$ cat config.mk
export PLATFORM = sky130hd
export DESIGN_NAME = sdram_port_arbiter_flat
export DESIGN_NICKNAME = d
export VERILOG_FILES = /design/src/rtl/sdram_port_arbiter_if.sv /design/src/rtl/sdram_port_arbiter.sv /design/src/flat_wrapper.sv
export SDC_FILE = /design/constraint.sdc
export NUM_CORES = 1
export LEC_CHECK = 0
export CORE_ASPECT_RATIO = 0.7
export CORE_MARGIN = 4
export CORE_UTILIZATION = 37
export DETAILED_ROUTE_END_ITERATION = 7
export GPL_TIMING_DRIVEN = 0
export PLACE_DENSITY = 0.8
export SKIP_LAST_GASP = 1
export SYNTH_ARGS = -nofsm -noshare
export SYNTH_HDL_FRONTEND = slang
export SYNTH_SLANG_ARGS = --single-unit
$ cat constraint.sdc
create_clock -name clk -period 3.6 [get_ports clk]
set_clock_uncertainty 0.15 [all_clocks]
set_input_delay 1.08 -clock clk [delete_from_list [all_inputs] [get_ports clk]]
set_output_delay 1.08 -clock clk [all_outputs]
set_load 0.1 [all_outputs]
$ cat src/rtl/sdram_port_arbiter_if.sv
// Upstream request/response ports and the single controller-facing port of the SDRAM arbiter.
interface sdram_port_arbiter_if #(
    parameter int NUM_PORTS = 2,
    parameter int AW        = 24,
    parameter int DW        = 16,
    parameter int BYTE      = 2
);
    logic [NUM_PORTS-1:0]      up_req_valid;
    logic [NUM_PORTS-1:0]      up_req_write;
    logic [NUM_PORTS*AW-1:0]   up_req_address;
    logic [NUM_PORTS*DW-1:0]   up_req_writedata;
    logic [NUM_PORTS*BYTE-1:0] up_req_byteenable;
    logic [NUM_PORTS-1:0]      up_req_ready;
    logic [NUM_PORTS-1:0]      up_resp_valid;
    logic [DW-1:0]             up_resp_readdata;

    logic                      bus_req_valid;
    logic                      bus_req_write;
    logic [AW-1:0]             bus_req_address;
    logic [DW-1:0]             bus_req_writedata;
    logic [BYTE-1:0]           bus_req_byteenable;
    logic                      bus_req_ready;
    logic                      bus_resp_valid;
    logic [DW-1:0]             bus_resp_readdata;

    // Arbiter side
    modport slave (
        input  up_req_valid, up_req_write, up_req_address, up_req_writedata, up_req_byteenable,
        output up_req_ready, up_resp_valid, up_resp_readdata,
        output bus_req_valid, bus_req_write, bus_req_address, bus_req_writedata, bus_req_byteenable,
        input  bus_req_ready, bus_resp_valid, bus_resp_readdata
    );

    // Environment side (masters plus controller)
    modport master (
        output up_req_valid, up_req_write, up_req_address, up_req_writedata, up_req_byteenable,
        input  up_req_ready, up_resp_valid, up_resp_readdata,
        input  bus_req_valid, bus_req_write, bus_req_address, bus_req_writedata, bus_req_byteenable,
        output bus_req_ready, bus_resp_valid, bus_resp_readdata
    );
endinterface

$ cat src/rtl/sdram_port_arbiter.sv
// Round-robin arbiter sharing one SDRAM controller port among NUM_PORTS masters,
// with an in-order tag FIFO steering read responses back to their issuing port.
//
// state   | meaning
// S_EMPTY | slot free, arbitrate and accept one upstream request
// S_FULL  | slot holds a request, presented to controller until accepted
module sdram_port_arbiter #(
    parameter int NUM_PORTS = 2,
    parameter int AW        = 24,
    parameter int DW        = 16,
    parameter int BYTE      = 2,
    parameter int MAX_RD    = 4,
    parameter int PW        = 1
) (
    input  logic                 clk,
    input  logic                 reset,
    sdram_port_arbiter_if.slave  arb,
    output logic                 resp_orphan
);
    localparam logic [0:0] S_EMPTY = 1'b0;
    localparam logic [0:0] S_FULL  = 1'b1;
    localparam int FAW = $clog2(MAX_RD);
    localparam int CW  = FAW + 1;

    logic [0:0]     state;
    logic [PW-1:0]  rr_ptr;
    logic [PW-1:0]  winner;
    logic           found;
    logic           accept;
    logic           push;
    logic           pop;
    logic           fifo_full;
    logic [NUM_PORTS-1:0] eligible;

    logic [PW-1:0]  tag_mem [MAX_RD];
    logic [FAW-1:0] wr_ptr;
    logic [FAW-1:0] rd_ptr;
    logic [CW-1:0]  count;
    logic [PW-1:0]  head;

    logic            slot_write;
    logic [AW-1:0]   slot_address;
    logic [DW-1:0]   slot_writedata;
    logic [BYTE-1:0] slot_byteenable;

    assign fifo_full = (count == CW'(MAX_RD));
    assign eligible  = arb.up_req_valid & (arb.up_req_write | {NUM_PORTS{~fifo_full}});

    // First eligible port at or after rr_ptr, wrapping around
    always_comb begin
        int j;
        found  = 1'b0;
        winner = '0;
        j      = 0;
        for (int k = 0; k < NUM_PORTS; k++) begin
            j = int'(rr_ptr) + k;
            if (j >= NUM_PORTS) j = j - NUM_PORTS;
            if (!found && eligible[j]) begin
                found  = 1'b1;
                winner = PW'(j);
            end
        end
    end

    assign accept = !reset && (state == S_EMPTY) && found;
    assign push   = accept && !arb.up_req_write[winner];
    assign pop    = arb.bus_resp_valid && (count != '0);
    assign head   = tag_mem[rd_ptr];

    always_comb begin
        arb.up_req_ready  = '0;
        arb.up_resp_valid = '0;
        for (int i = 0; i < NUM_PORTS; i++) begin
            arb.up_req_ready[i]  = accept && (winner == PW'(i));
            arb.up_resp_valid[i] = !reset && pop && (head == PW'(i));
        end
    end

    assign arb.up_resp_readdata   = arb.bus_resp_readdata;
    assign arb.bus_req_valid      = (state == S_FULL);
    assign arb.bus_req_write      = slot_write;
    assign arb.bus_req_address    = slot_address;
    assign arb.bus_req_writedata  = slot_writedata;
    assign arb.bus_req_byteenable = slot_byteenable;

    always_ff @(posedge clk) begin
        if (reset) begin
            state  <= S_EMPTY;
            rr_ptr <= '0;
        end else begin
            case (state)
                S_EMPTY: if (accept) begin
                    state  <= S_FULL;
                    rr_ptr <= (int'(winner) == NUM_PORTS - 1) ? '0 : winner + PW'(1);
                end
                S_FULL: if (arb.bus_req_ready) state <= S_EMPTY;
                default: state <= S_EMPTY;
            endcase
        end
    end

    // Slot fields only load on accept, so they stay stable while S_FULL
    always_ff @(posedge clk) begin
        if (reset) begin
            slot_write      <= 1'b0;
            slot_address    <= '0;
            slot_writedata  <= '0;
            slot_byteenable <= '0;
        end else if (accept) begin
            slot_write      <= arb.up_req_write[winner];
            slot_address    <= arb.up_req_address[int'(winner)*AW +: AW];
            slot_writedata  <= arb.up_req_writedata[int'(winner)*DW +: DW];
            slot_byteenable <= arb.up_req_byteenable[int'(winner)*BYTE +: BYTE];
        end
    end

    always_ff @(posedge clk) begin
        if (reset) begin
            wr_ptr <= '0;
            rd_ptr <= '0;
            count  <= '0;
        end else begin
            if (push) begin
                tag_mem[wr_ptr] <= winner;
                wr_ptr          <= wr_ptr + FAW'(1);
            end
            if (pop) rd_ptr <= rd_ptr + FAW'(1);
            case ({push, pop})
                2'b10:   count <= count + CW'(1);
                2'b01:   count <= count - CW'(1);
                default: count <= count;
            endcase
        end
    end

    always_ff @(posedge clk) begin
        if (reset)                                        resp_orphan <= 1'b0;
        else if (arb.bus_resp_valid && (count == '0))     resp_orphan <= 1'b1;
    end
endmodule

$ cat src/flat_wrapper.sv
// flat-port wrapper written by rule: the top's interface ports become plain ports
module sdram_port_arbiter_flat 
#(
    parameter int NUM_PORTS = 2,
    parameter int AW        = 24,
    parameter int DW        = 16,
    parameter int BYTE      = 2,
    parameter int MAX_RD    = 4,
    parameter int PW        = 1
)
  (clk, reset, resp_orphan, arb_up_req_valid, arb_up_req_write, arb_up_req_address, arb_up_req_writedata, arb_up_req_byteenable, arb_up_req_ready, arb_up_resp_valid, arb_up_resp_readdata, arb_bus_req_valid, arb_bus_req_write, arb_bus_req_address, arb_bus_req_writedata, arb_bus_req_byteenable, arb_bus_req_ready, arb_bus_resp_valid, arb_bus_resp_readdata);
  sdram_port_arbiter_if #(.NUM_PORTS(NUM_PORTS), .AW(AW), .DW(DW), .BYTE(BYTE)) arb_i ();
  input  logic clk;
  input  logic reset;
  output logic resp_orphan;
  input wire logic [$bits(arb_i.up_req_valid)-1:0] arb_up_req_valid;
  input wire logic [$bits(arb_i.up_req_write)-1:0] arb_up_req_write;
  input wire logic [$bits(arb_i.up_req_address)-1:0] arb_up_req_address;
  input wire logic [$bits(arb_i.up_req_writedata)-1:0] arb_up_req_writedata;
  input wire logic [$bits(arb_i.up_req_byteenable)-1:0] arb_up_req_byteenable;
  output wire logic [$bits(arb_i.up_req_ready)-1:0] arb_up_req_ready;
  output wire logic [$bits(arb_i.up_resp_valid)-1:0] arb_up_resp_valid;
  output wire logic [$bits(arb_i.up_resp_readdata)-1:0] arb_up_resp_readdata;
  output wire logic [$bits(arb_i.bus_req_valid)-1:0] arb_bus_req_valid;
  output wire logic [$bits(arb_i.bus_req_write)-1:0] arb_bus_req_write;
  output wire logic [$bits(arb_i.bus_req_address)-1:0] arb_bus_req_address;
  output wire logic [$bits(arb_i.bus_req_writedata)-1:0] arb_bus_req_writedata;
  output wire logic [$bits(arb_i.bus_req_byteenable)-1:0] arb_bus_req_byteenable;
  input wire logic [$bits(arb_i.bus_req_ready)-1:0] arb_bus_req_ready;
  input wire logic [$bits(arb_i.bus_resp_valid)-1:0] arb_bus_resp_valid;
  input wire logic [$bits(arb_i.bus_resp_readdata)-1:0] arb_bus_resp_readdata;
  assign arb_i.up_req_valid = arb_up_req_valid;
  assign arb_i.up_req_write = arb_up_req_write;
  assign arb_i.up_req_address = arb_up_req_address;
  assign arb_i.up_req_writedata = arb_up_req_writedata;
  assign arb_i.up_req_byteenable = arb_up_req_byteenable;
  assign arb_up_req_ready = arb_i.up_req_ready;
  assign arb_up_resp_valid = arb_i.up_resp_valid;
  assign arb_up_resp_readdata = arb_i.up_resp_readdata;
  assign arb_bus_req_valid = arb_i.bus_req_valid;
  assign arb_bus_req_write = arb_i.bus_req_write;
  assign arb_bus_req_address = arb_i.bus_req_address;
  assign arb_bus_req_writedata = arb_i.bus_req_writedata;
  assign arb_bus_req_byteenable = arb_i.bus_req_byteenable;
  assign arb_i.bus_req_ready = arb_bus_req_ready;
  assign arb_i.bus_resp_valid = arb_bus_resp_valid;
  assign arb_i.bus_resp_readdata = arb_bus_resp_readdata;
  sdram_port_arbiter #(.NUM_PORTS(NUM_PORTS), .AW(AW), .DW(DW), .BYTE(BYTE), .MAX_RD(MAX_RD), .PW(PW)) u_core (.clk(clk), .reset(reset), .arb(arb_i), .resp_orphan(resp_orphan));
endmodule
=== Word level (Yosys, flattened, before mapping) ===
Memory sizes are Yosys's and may differ from the RTL's. A register that Yosys moved wholly into a read port is not among the register bits.
Cells that the tools add are included.

* Register bits after elaboration: 53
* Bits in writable memories: 4
* Bits of input ports: 108
* Output and inout bits: 65
* Word-level logic and storage cells: 79
* Memories kept: 1

{| class="wikitable"
|+ Memories
! name !! depth !! width !! rd ports !! clocked after Yosys merged registers in !! write ports !! line !! source
|-
| u_core.tag_mem || 4 || 1 || 1 || 1 || 1 || sdram_port_arbiter.sv:35 || <nowiki>logic [PW-1:0] tag_mem [MAX_RD];</nowiki>
|}

* $add $sub $neg: 8
* Multiply operators: 1
* Magnitude comparators: 5
* Eq/ne operators: 3
* Shift operators: 3
* Muxes and demuxes: 24
* Bitwise gates (word level): 6
* Reductions and logical operators: 18

{| class="wikitable"
|+ Operators with widths
! cell !! number
|-
| < comparator 32 x 3 -> 1 bit, second input constant || 2
|-
| 2-to-1 mux 32 bit || 2
|-
| indexed part select 48 x 32 -> 24 bit || 1
|-
| >= comparator 32 x 3 -> 1 bit, second input constant || 1
|-
| indexed part select 32 x 6 -> 16 bit || 1
|-
| subtractor 32 x 3 -> 32 bit, second input constant || 1
|-
| 2-to-1 mux 1 bit || 18
|-
| logical AND 1 bit || 11
|-
| case mux 3 bit (2 select lines) || 1
|-
| adder 2 x 1 -> 2 bit, second input constant || 2
|-
| 2-to-1 mux 2 bit || 2
|-
| NOT 1 bit || 4
|-
| indexed part select 4 x 3 -> 2 bit || 1
|-
| adder 3 x 1 -> 3 bit, second input constant || 1
|-
| == test 3 bit, second input constant || 1
|-
| zero test 1 bit || 3
|-
| zero test 3 bit || 1
|-
| multiplier 1 x 2 -> 3 bit, second input constant || 1
|-
| nonzero test 3 bit || 1
|-
| subtractor 1 x 2 -> 3 bit, second input constant || 1
|-
| subtractor 3 x 1 -> 3 bit, second input constant || 1
|-
| adder 1 x 1 -> 2 bit, second input constant || 1
|-
| AND 2 bit || 1
|-
| == test 2 x 1 -> 1 bit, second input constant || 1
|-
| 8 further kinds || 8
|}

=== Longest topological paths before layout ===
* Depth after elaboration: 18
* Gate-level depth with buffers: 10

=== Worst setup path before layout ===
Ideal clock, no wire load.

* Path kind: input to output
* From: in reset
* To: out arb_up_resp_valid[1]
* Arrival: 3.700 ns
* Required time: 2.370 ns
* Setup slack: -1.330 ns
* Cell stages on the path: 3
* Cell sequence: clkbuf_1 clkbuf_1 nor3b_1

* Longest elaborated chain between the ends: 3

{| class="wikitable"
|+ RTL lines
! item !! line !! source
|-
| start, declared || flat_wrapper.sv:14 || <nowiki>input logic reset;</nowiki>
|-
| zero test 1 bit || sdram_port_arbiter.sv:75 || <nowiki>arb.up_resp_valid[i] = !reset && pop && (head == PW'(i));</nowiki>
|-
| logical AND 1 bit (2 in a row) || sdram_port_arbiter.sv:75 ||
|-
| end, declared || flat_wrapper.sv:22 || <nowiki>output wire logic [$bits(arb_i.up_resp_valid)-1:0] arb_up_resp_valid;</nowiki>
|}

No other way between the ends.

=== Worst setup path in the final report ===
* From: in arb_up_req_write[1]
* To: out arb_up_req_ready[0]

* Longest elaborated chain between the ends: 11
* Elaborated cells between the ends (all ways): 17
* Those cells by class: 10 x mux; 3 x bitwise; 4 x reduce/logical

{| class="wikitable"
|+ RTL lines
! item !! line !! source
|-
| start, declared || flat_wrapper.sv:17 || <nowiki>input wire logic [$bits(arb_i.up_req_write)-1:0] arb_up_req_write;</nowiki>
|-
| bitwise OR 2 bit * || sdram_port_arbiter.sv:47 || <nowiki>assign eligible = arb.up_req_valid & (arb.up_req_write | {NUM_PORTS{~fifo_full}});</nowiki>
|-
| AND 2 bit * || sdram_port_arbiter.sv:47 ||
|-
| 2-to-1 mux 1 bit (not written as such) (3 in a row) || sdram_port_arbiter.sv:58 || <nowiki>if (!found && eligible[j]) begin</nowiki>
|-
| 2-to-1 mux 1 bit || sdram_port_arbiter.sv:58 ||
|-
| zero test 1 bit || sdram_port_arbiter.sv:58 ||
|-
| logical AND 1 bit || sdram_port_arbiter.sv:58 ||
|-
| 2-to-1 mux 1 bit || sdram_port_arbiter.sv:58 ||
|-
| logical AND 1 bit / NOT 1 bit (equally long branches) || sdram_port_arbiter.sv:65, sdram_port_arbiter.sv:74 ||
|-
| logical AND 1 bit * || sdram_port_arbiter.sv:74 || <nowiki>arb.up_req_ready[i] = accept && (winner == PW'(i));</nowiki>
|-
| end, declared || flat_wrapper.sv:21 || <nowiki>output wire logic [$bits(arb_i.up_req_ready)-1:0] arb_up_req_ready;</nowiki>
|}

Mark *: on every way between the ends. The rest lies on a longest branch, timed or not. The select of a mux whose other input is x is not followed.

==> results.toml <==
[floorplanning]
std_cell_rows = 26
die_h_um = 80.9
die_area_um2 = 9070
initial_core_util_pct = 38.2
ios = 173
core_um2 = 7350
die_w_um = 112

[pwr]
p_sw_uw = 1140
leakage_uw = 0.00190
fin_total_pwr_uw = 2590
power.share.switching_pct = 44.1
p_int_uw = 1450
pwr-share-comb_pct = 46.5
power_frac_clock_pct = 22.3
powerDensity_nw_per_um2 = 538
seq_power_share_pct = 31.1
peakVddDrop_v = 0.000251

[critical_path]
path_cells = "buf_6, or4b_4, buf_4, o211ai_4, inv_4, nor2_4, buf_12"
path_class = "input pin to primary output"
critPathLaunchType = "input pin"
crit_fanout = 4
end_kind = "primary output"
arrival_ns = 2.34
worstPathRequired_ns = 2.37
crit_buf_inv = 4
slowest_delay_ns = 0.50
rr_worst_depth = 10
cp_top_family = "simple AND/OR/NAND/NOR gates"
regToRegSetupSlack_ns = 0.71
r2r-start = "u_core.count[0]$_SDFFE_PP0P_"
r2r_end = "u_core.count[2]$_SDFFE_PP0P_"
slowest_stage = "or4b_4"

[clocking]
htree_levels = 3
clk_latency_ns = 0.33
cts_buffers = 9
cts_sinks = 59
root_buffer = "clkbuf_8"
path_clk_slew_ns = 0.07
cts_buffer_depth = 2
cts_tree = "done"

[logic_synthesis]
synth_seq_cells = 59
synth_edf_count = 4
ys_warn_count = 0
ys_types = 39
synth_flop_cell = "dfxtp_1"
seq_area_frac_synth_pct = 43.5
synth_area_leaders = "dfxtp_1 (39%), a311oi_1 (12%), nand2_1 (10%), nor2_1 (6.3%), buf_4 (4.8%)"
async_reset_ff_share_pct = 0
post-synth-top-count-cell = "nand2_1"
netlist_area_um2 = 2810
syn-instance-count = 327
synth_top_cell_area_share_pct = 39.2
synth_top_cell_by_area = "dfxtp_1"
synth_nets = 441
syn_avg_cell_area_um2 = 8.59
synthTopCellsByCount = "nand2_1 (76), dfxtp_1 (55), nor2_1 (47)"

[cells_and_area]
drive_above_1_share_pct = 14.9
num_antenna_cells = 0
final_nets = 615
seq_area_um2 = 1220
multi_input_area_um2 = 1350
fin_util_pct = 65.5
fin_cells = 603
fillers = 665
syn_to_final_growth_pct = 71.5

[drt]
vias_per_cell = 4.93
wire_per_inst_um = 15.3
drc = 0
detailedRoute.firstIterationViolations = 136
wl_um = 9240
detail-route-antenna-nets = 0
vias = 2971
first_pass_iters = 4

[min_path]
min-delay-start = "u_core.arb.bus_req_address[0]$_SDFFE_PP0N_"
hp-class = "flip-flop to flip-flop"
holdPathStages = 1
hold_end = "u_core.arb.bus_req_address[0]$_SDFFE_PP0N_"

[global_routing]
grt_max_degree = 15
grt_pass1_vias = 2988
grt_busiest_layer = "met2"
antenna_found_initial = 0
grt_pass1_wl_um = 14500
track_usage_pct = 19.9
grt.met1_usage_pct = 23.4
grtUsageMet3_pct = 7.15
grt_overflow = 0
use_met2_pct = 35.4

[sta]
slew_viol_final = 0
fin_crit_sh_pct = 99.0
rsz0062_at_grt = "false"
final_hold_viol_count = 0
max_freq_mhz = 281
slew_headroom_pct = 32.2
setup_violations = 0
fin_hold_ws_ns = 0.320
tightestPinTransition_ns = 1.01
min_period_ns = 3.57

[run_status]
status = "finished, final reports clean"

[place]
gp_congestion = 0.788
dp_cells = 580
io_buffers = 155
place_hpwl_um = 7120

[job]
cap_viol_max_count = 0
[cell usage in the layout, fill, tap and decap left out, drive strengths merged, types with 5 or more instances in the layout]
master and count:
a311oi 39, buf 44, a21oi 5, nand2 76, dfxtp 55, clkdlybuf4s50 147, nor2 47, mux2i 5
inv 10, o2bb2ai 5, clkbuf 21, ha 5
[area by class of cell]
cell class                 instances  share of cell area, %
buffer                            37                   5.25
clock buffer                      12                   3.66
clock inverter                     3                  0.416
inverter                          10                  0.831
multi-input combinational        219                   28.1
sequential                        59                   25.4
tap                               98                   2.55
timing repair buffer             165                   33.9
[layer usage]
layer  share of wire, %  vias up
met4               0.89        0
met3                7.8        9
li1                   -     1478
met1                 42     1375
met5                  0        -
met2                 49      109
[how the worst max path moves through the flow]
stage,start,endpoint,slack (ns),cells past startpoint
4_1_cts,arb_up_req_write[1],arb_up_req_ready[0],-0.02,7
6_report,arb_up_req_write[1],arb_up_req_ready[0],0.03,7
3_5_place_dp,arb_up_req_write[0],arb_up_req_ready[1],-1.35,6
2_1_floorplan,reset,arb_up_resp_valid[1],-0.35,3
3_3_place_gp,arb_up_req_write[1],arb_up_req_ready[0],-1.33,7
5_1_grt,arb_bus_resp_valid,arb_up_resp_valid[1],0.003,4
[timing repair]
| item | CTS | global route |
|---|---|---|
| hold buffers | 0 | 0 |
| pin swaps | 6 | 2 |
| gates resized for setup | 49 | 1 |
| setup endpoints to repair | 4 | 3 |
| buffers inserted | 9 | 1 |
[flip-flops by register name, indices dropped and copies added (netlist names), named ones only]
name and cells:
u_core.arb.bus_req_address 24, u_core.wr_ptr 2, u_core.rd_ptr 2, u_core.arb.bus_req_writedata 16, u_core.arb.bus_req_valid 1, u_core.count 3, u_core.tag_mem 4, u_core.resp_orphan 1
u_core.rr_ptr 1, u_core.arb.bus_req_write 1, u_core.arb.bus_req_byteenable 2
[power by group through the flow]
stage	logic (uW)	clock network (uW)	registers, uW
2_1_floorplan	410	0	1260
3_3_place_gp	1170	0	814
3_5_place_dp	1190	0	818
4_1_cts	1210	592	806
5_1_grt	1270	619	818
6_report	1210	578	807
[kinds of logic (layout without fill, tap and decap cells)]
group,Yosys count,count (layout),synth area share (%)
AOI/OAI and AO/OA,59,59,17.8
xor gates and xnor gates,4,4,1.25
adders and majority gates,6,6,2.94
buffers and inverters,49,227,10.4
DFF,59,59,43.5
muxes,6,6,2.58
and+or+nand+nor,144,144,21.5
[through the flow]
stage	cell area [um^2]	TNS (ns)	setup slack (ns)
finish	4820	0	0.0350
global route	4820	0	0.00323
CTS	4820	-0.0368	-0.0197
detailed placement	4520	-4.32	-1.35
global placement	4520	-4.07	-1.33
floorplan	2850	-0.748	-0.353
Power figures use the tool's default switching activity.
